**src/rtl/mux_8x1_rr_arbiter.sv**
```systemverilog
// Round-robin arbiter driving the select and one-hot grant of a shared 4-bit 8:1 mux.
// Each grant lasts up to MAX_BURST accepted beats or until its requester drops its request.
module mux_8x1_rr_arbiter #(
    parameter int MAX_BURST = 4,
    parameter int CNT_W     = 4
) (
    input  logic       clk,
    input  logic       rst_n,
    input  logic [7:0] req_i,
    input  logic       out_ready_i,
    output logic [7:0] gnt_o,
    output logic [2:0] sel_o,
    output logic       out_valid_o,
    output logic       busy_o
);

    typedef enum logic {
        IDLE,
        GRANT
    } state_e;

    state_e           state_q;
    logic [7:0]       gnt_q;
    logic [2:0]       sel_q;
    logic [2:0]       ptr_q;
    logic [CNT_W-1:0] cnt_q;

    logic       outValid;
    logic       beat;
    logic       lastBeat;
    logic       relGnt;
    logic       anyReq;
    logic [2:0] arbBase;
    logic [2:0] winner;
    logic       found;

    assign outValid = (state_q == GRANT) & req_i[sel_q];
    assign beat     = outValid & out_ready_i;
    assign lastBeat = (cnt_q == CNT_W'(MAX_BURST - 1));
    assign relGnt   = (state_q == GRANT) & (~req_i[sel_q] | (beat & lastBeat));
    assign anyReq   = |req_i;

    // On release the search starts just past the current owner, i.e. at the pointer value being written.
    assign arbBase  = (state_q == GRANT) ? sel_q + 3'd1 : ptr_q;

    always_comb begin
        winner = arbBase;
        found  = 1'b0;
        for (int i = 0; i < 8; i++) begin
            if (!found && req_i[arbBase + 3'(i)]) begin
                winner = arbBase + 3'(i);
                found  = 1'b1;
            end
        end
    end

    always_ff @(posedge clk or negedge rst_n) begin
        if (!rst_n) begin
            state_q <= IDLE;
            gnt_q   <= 8'h00;
            sel_q   <= 3'd0;
            ptr_q   <= 3'd0;
            cnt_q   <= '0;
        end else begin
            case (state_q)
                IDLE: begin
                    if (anyReq) begin
                        state_q <= GRANT;
                        sel_q   <= winner;
                        gnt_q   <= 8'b1 << winner;
                        cnt_q   <= '0;
                    end
                end
                GRANT: begin
                    if (relGnt) begin
                        ptr_q <= sel_q + 3'd1;
                        if (anyReq) begin
                            sel_q <= winner;
                            gnt_q <= 8'b1 << winner;
                            cnt_q <= '0;
                        end else begin
                            state_q <= IDLE;
                            gnt_q   <= 8'h00;
                        end
                    end else if (beat) begin
                        cnt_q <= cnt_q + CNT_W'(1);
                    end
                end
                default: begin
                    state_q <= IDLE;
                    gnt_q   <= 8'h00;
                end
            endcase
        end
    end

    assign gnt_o       = gnt_q;
    assign sel_o       = sel_q;
    assign out_valid_o = outValid;
    assign busy_o      = (state_q == GRANT);

endmodule

```
**config.mk**
```make
export PLATFORM = sky130hd
export DESIGN_NAME = mux_8x1_rr_arbiter
export DESIGN_NICKNAME = d
export VERILOG_FILES = /design/src/rtl/mux_8x1_rr_arbiter.sv
export SDC_FILE = /design/constraint.sdc
export NUM_CORES = 1
export LEC_CHECK = 0
export BUFFER_PORTS_ARGS = -buffer_cell sky130_fd_sc_hd__buf_2
export CORE_MARGIN = 2
export CORE_UTILIZATION = 55
export CTS_CLUSTER_DIAMETER = 100
export DETAILED_ROUTE_END_ITERATION = 10
export GPL_TIMING_DRIVEN = 0
export PLACE_DENSITY = 0.78
export SLEW_MARGIN = 0
export SYNTH_ARGS = -nofsm -noshare
export SYNTH_HDL_FRONTEND = slang
export SYNTH_SLANG_ARGS = --single-unit
```
**constraint.sdc**
```tcl
create_clock -name clk -period 9.7 [get_ports clk]
set_input_delay 0 -clock clk [delete_from_list [all_inputs] [get_ports clk]]
set_output_delay 0 -clock clk [all_outputs]
set_load 0.01 [all_outputs]
```
; Word level (Yosys, flattened, before mapping)
; Index checks and enable logic that the tools add are counted.
[classes]
n_addsub = 9
magnitude_cmp = 9
eq_ne = 4
n_shift = 1
n_mux = 47
n_bitwise = 7
reduce_logical = 17
[op_table]
columns = cell, n
row1 = less-than comparator 3 x 4 -> 1 bit (second input constant), 9
row2 = 2-to-1 mux 3 bit, 10
row3 = binary-select mux 1 bit (select 3 bit), 9
row4 = 2-to-1 mux 8 bit, 3
row5 = 2-to-1 mux 1 bit, 18
row6 = one-hot mux 8 bit (2 select lines), 1
row7 = adder 3 bit (second input constant), 4
row8 = 2-to-1 mux 4 bit, 3
row9 = one-hot mux 4 bit (2 select lines), 1
row10 = OR reduction 8 bit, 1
row11 = << shifter 1 x 3 -> 8 bit (first input constant), 1
row12 = logical AND 1 bit, 7
row13 = zero test 1 bit, 7
row14 = adder 3 x 1 -> 3 bit (second input constant), 2
row15 = adder 3 x 2 -> 3 bit (second input constant), 2
row16 = one-hot mux 3 bit (2 select lines), 1
row17 = adder 4 x 1 -> 4 bit (second input constant), 1
row18 = bitwise AND 1 bit, 4
row19 = equality test 4 x 2 -> 1 bit (second input constant), 1
row20 = AND reduction 2 bit, 2
row21 = != test 3 x 1 -> 1 bit (second input constant), 1
row22 = != test 2 x 1 -> 1 bit (second input constant), 1
row23 = != test 2 bit (second input constant), 1
row24 = NOT 1 bit, 2
row25 = 2 further kinds, 2
[word_totals]
regBits = 19
input_bits = 11
out_inout_bits = 13

; Depth between registers and ports, before layout
[depth]
ltp_word = 30
ltp_mapped = 14
ltp_nobuf = 12

; Worst setup path before layout
; OpenSTA, ideal clock, no wires.
[synth_path]
path_type = register -> register
start = register sel_q[1], in the netlist sel_o[1]
end = register sel_q[2], in the netlist sel_o[2]
setup_time_ps = 65
arrival_time_ps = 3376
required_time_ps = 9635
slack_ps = 6259
stages_incl_launch_ff = 15
n_path_buf = 2
period_less_slack_ps = 3441
cell_sequence = dfrtp_1 ha_1 nand2_1 and2_1 buf_2 clkinv_1 buf_2 ha_1 xnor2_4 mux2i_1 nand4_2 nand2b_4 a221o_1 a32oi_4 mux2_2
[synth_via]
elab_chain_len = 29
word_cells_on_any_way = 65
classes_between = 8 x add/sub / 1 x eq/ne / 36 x mux / 6 x bitwise / 14 x reduce/logical
[synth_rtl]
columns = item, line
row1 = start: declaration, 24  ; logic [2:0] sel_q;
row2 = start signal: assignment, 69  ; sel_q <= winner;
row3 = start signal: assignment, 78  ; sel_q <= winner;
row4 = "parallel branches: the longest is 29 deep, another holds adder 3 x 1 -> 3 bit", -
; Several ways; the timed one is not identified. The select of a mux whose other input is x is not followed.
; A chain may end at the register's enable or synchronous reset.

; Final worst setup path
[layout_path]
start = register sel_q[1], in the netlist sel_o[1]
end = register gnt_q[2], in the netlist gnt_o[2]
[layout_via]
elab_chain_len = 30
word_cells_on_any_way = 68
classes_between = 8 x add/sub / 1 x eq/ne / 1 x shift / 37 x mux / 6 x bitwise / 15 x reduce/logical
[layout_rtl]
columns = item, line
row1 = "parallel branches: the longest is 30 deep, another holds adder 3 x 1 -> 3 bit", -
row2 = end signal: assignment, 70  ; gnt_q <= 8'b1 << winner;
row3 = end signal: assignment, 79  ; gnt_q <= 8'b1 << winner;
row4 = end: declaration, 23  ; logic [7:0] gnt_q;
; Several ways; the timed one is not identified. The select of a mux whose other input is x is not followed.

==> impl_metrics.json <==
{
  "tritoncts": "done",
  "syn_nets": 238,
  "h-tree-depth": 1,
  "track_usage": 0.268,
  "die_w_um": 64.5,
  "yosysSeqAreaShare": 0.236,
  "io_pins": 24,
  "drv_cap": 0,
  "rsz0062_at_grt": "false",
  "critPathRequiredTime_ns": 9.88,
  "dpl_worst_slack_ns": 5.81,
  "drtIter0Drc": 174,
  "clkSinkCount": 19,
  "grt_pass1_vias": 1814,
  "nets": 267,
  "fin_crit_ns": 3.94,
  "ant_nets": 0,
  "drc_errors": 0,
  "die_area_um2": 4160,
  "wl_per_cell_um": 16.8,
  "antenna_found_initial": 0,
  "start_util": 0.589,
  "netlist_area_um2": 2010,
  "hp-class": "in2reg",
  "critical_path.max_stage_delay_ns": 0.48,
  "die_h_um": 64.5,
  "synth_edf_count": 0,
  "synthFlopType": "dfrtp_1",
  "synthArstFlopShare": 1.00,
  "wirelength_mm": 5.00,
  "finalClockSkew_ns": 0.00144,
  "fp-row-count": 21,
  "fin_crit_sh": 0.406,
  "ys_types": 69,
  "slew_violations": 0,
  "path_class": "reg2reg",
  "max_freq_ghz": 0.254,
  "num-fill-cells": 309,
  "post-cts-setup-buffer-count": 0,
  "cp.arrival_ns": 4.12,
  "numPortBuffers": 23,
  "cp-start-kind": "flop",
  "setup_tns_ns": 0,
  "layout_commonest_cell": "buf_2",
  "max_slew_margin": 0.598,
  "setup_violations": 0,
  "worst_pin_slew_ns": 0.602,
  "syn_avg_cell_area_um2": 9.03,
  "cp-end-kind": "flop",
  "ys_ff_latch": 19,
  "vias": 1881,
  "status": "finished clean",
  "coreArea_um2": 3420,
  "grt_first_pass_wirelength_mm": 8.76,
  "grt.overflow.total": 0,
  "areaGrowthSynthToFinish_pct": 10.4,
  "design_area_um2": 2220,
  "drt_pass1_iterations": 4,
  "grt_start_max_net_pins": 20,
  "drive_above_1_share": 0.243,
  "n_antenna_cell": 0,
  "gp_congestion": 0.946,
  "dp_hpwl_mm": 3.94,
  "fin_ws_ns": 5.76,
  "final_cell_mix": "buf_2 (27), o21ai_0 (24), nand2_1 (19), dfrtp_1 (19), nor2_1 (15)",
  "crit_fanout": 10,
  "clock_path_buffers": 2,
  "hold_viol_final": 0,
  "place_area_um2": 2190,
  "cts_buffers": 3,
  "path_cells": "ha_1 -> nand2_1 -> and2_1 -> buf_2 -> clkinv_1 -> buf_2 -> ha_1 -> xnor2_4 -> mux2i_1 -> nand4_2 -> nor2b_1 -> a32oi_4 -> o41ai_1",
  "drt-vias-per-instance": 6.33,
  "netlist_instances": 223,
  "synth_warnings": 0,
  "crit_path_top_delay_cell": "dfrtp_1",
  "clk_pin_slew_ns": 0.10,
  "root_buffer": "clkbuf_4",
  "insertion_delay_ns": 0.29
}
## routing by layer
layer,global-route usage,vias to the layer above,wire (um)
met4,0.0665,0,70
met3,0.0347,9,300
met2,0.454,75,2440
met1,0.366,891,2190
li1,-,906,-
met5,0,-,0
## synth_stat cells (5+ instances only)
cell type,instances,share of area
o21ai_0,24,0.060
mux4_2,5,0.056
nand2_1,19,0.035
inv_1,6,0.011
nor2_1,15,0.028
a21oi_1,10,0.025
and2_1,10,0.031
dfrtp_1,19,0.24
mux2i_1,10,0.050
nand3_1,9,0.022
## flip-flops by register name, summed over array words and instances (netlist names)
signal and count:
busy_o 1, cnt_q 4, gnt_o 8, ptr_q 3, sel_o 3
## worst max-delay path, delay by kind of cell (launching register included)
kind,cells,cell delay [ns]
XOR/XNOR,1,0.29
multiplexers,1,0.40
adder cells (fa/ha/maj),2,0.64
AND/OR/NAND/NOR,4,0.82
AO/OA/AOI/OAI,2,0.66
buffers and inverters,3,0.54
flip-flops,1,0.48
## cells by family (layout without fill, tap and decap cells)
group,after synthesis,in the layout,synth area share
fa+ha+maj,4,4,0.0249
compound gates,73,73,0.275
flops,19,19,0.236
simple gates,82,82,0.227
xor+xnor,9,9,0.0559
mux,20,20,0.143
buf+inv,16,44,0.0379
## timing repair
| item | in CTS | in global routing |
|---|---|---|
| endpoints found under the hold margin | 19 | 0 |
| endpoints found under the setup margin | 0 | 0 |
| hold buffers | 1 | 0 |
| gates resized for setup | 0 | 0 |
## cell type report
| class | count | area [um2] | share of cell area |
|---|---|---|---|
| multi-input cells | 188 | 1460 | 0.658 |
| plain buffers | 6 | 38.8 | 0.0175 |
| flip-flops and latches | 19 | 475 | 0.214 |
| inverters | 10 | 37.5 | 0.0169 |
| clock buffers | 4 | 26.3 | 0.0118 |
| well taps | 46 | 57.6 | 0.0259 |
| repair buffers | 24 | 125 | 0.0563 |
## final timing paths
check                            start  endpoint  slack, ns  cells past startpoint
min                        out_ready_i  cnt_q[0]       0.01                      3
min in group asynchronous        rst_n  gnt_o[0]       0.16                      2
max reg2reg                   sel_o[1]  gnt_o[2]       5.76                     13
max                           sel_o[1]  gnt_o[2]       5.76                     13
min reg2reg                   gnt_o[0]  gnt_o[0]       0.49                      2
max in group asynchronous        rst_n    busy_o       9.25                      2
## metrics by stage
| step | cells | util | hold WS [ns] |
|---|---|---|---|
| after floorplan | 223 | - | -0.296 |
| after global placement | 292 | 0.640 | -0.0473 |
| after detailed placement | 292 | 0.640 | -0.0507 |
| after CTS | 297 | 0.651 | 0.00175 |
| after global routing | 297 | 0.651 | 0.0284 |
| final | 297 | 0.651 | 0.0149 |
Power is not shown: default switching activity piles up to over one toggle a cycle in this logic, so the estimate is an artifact.
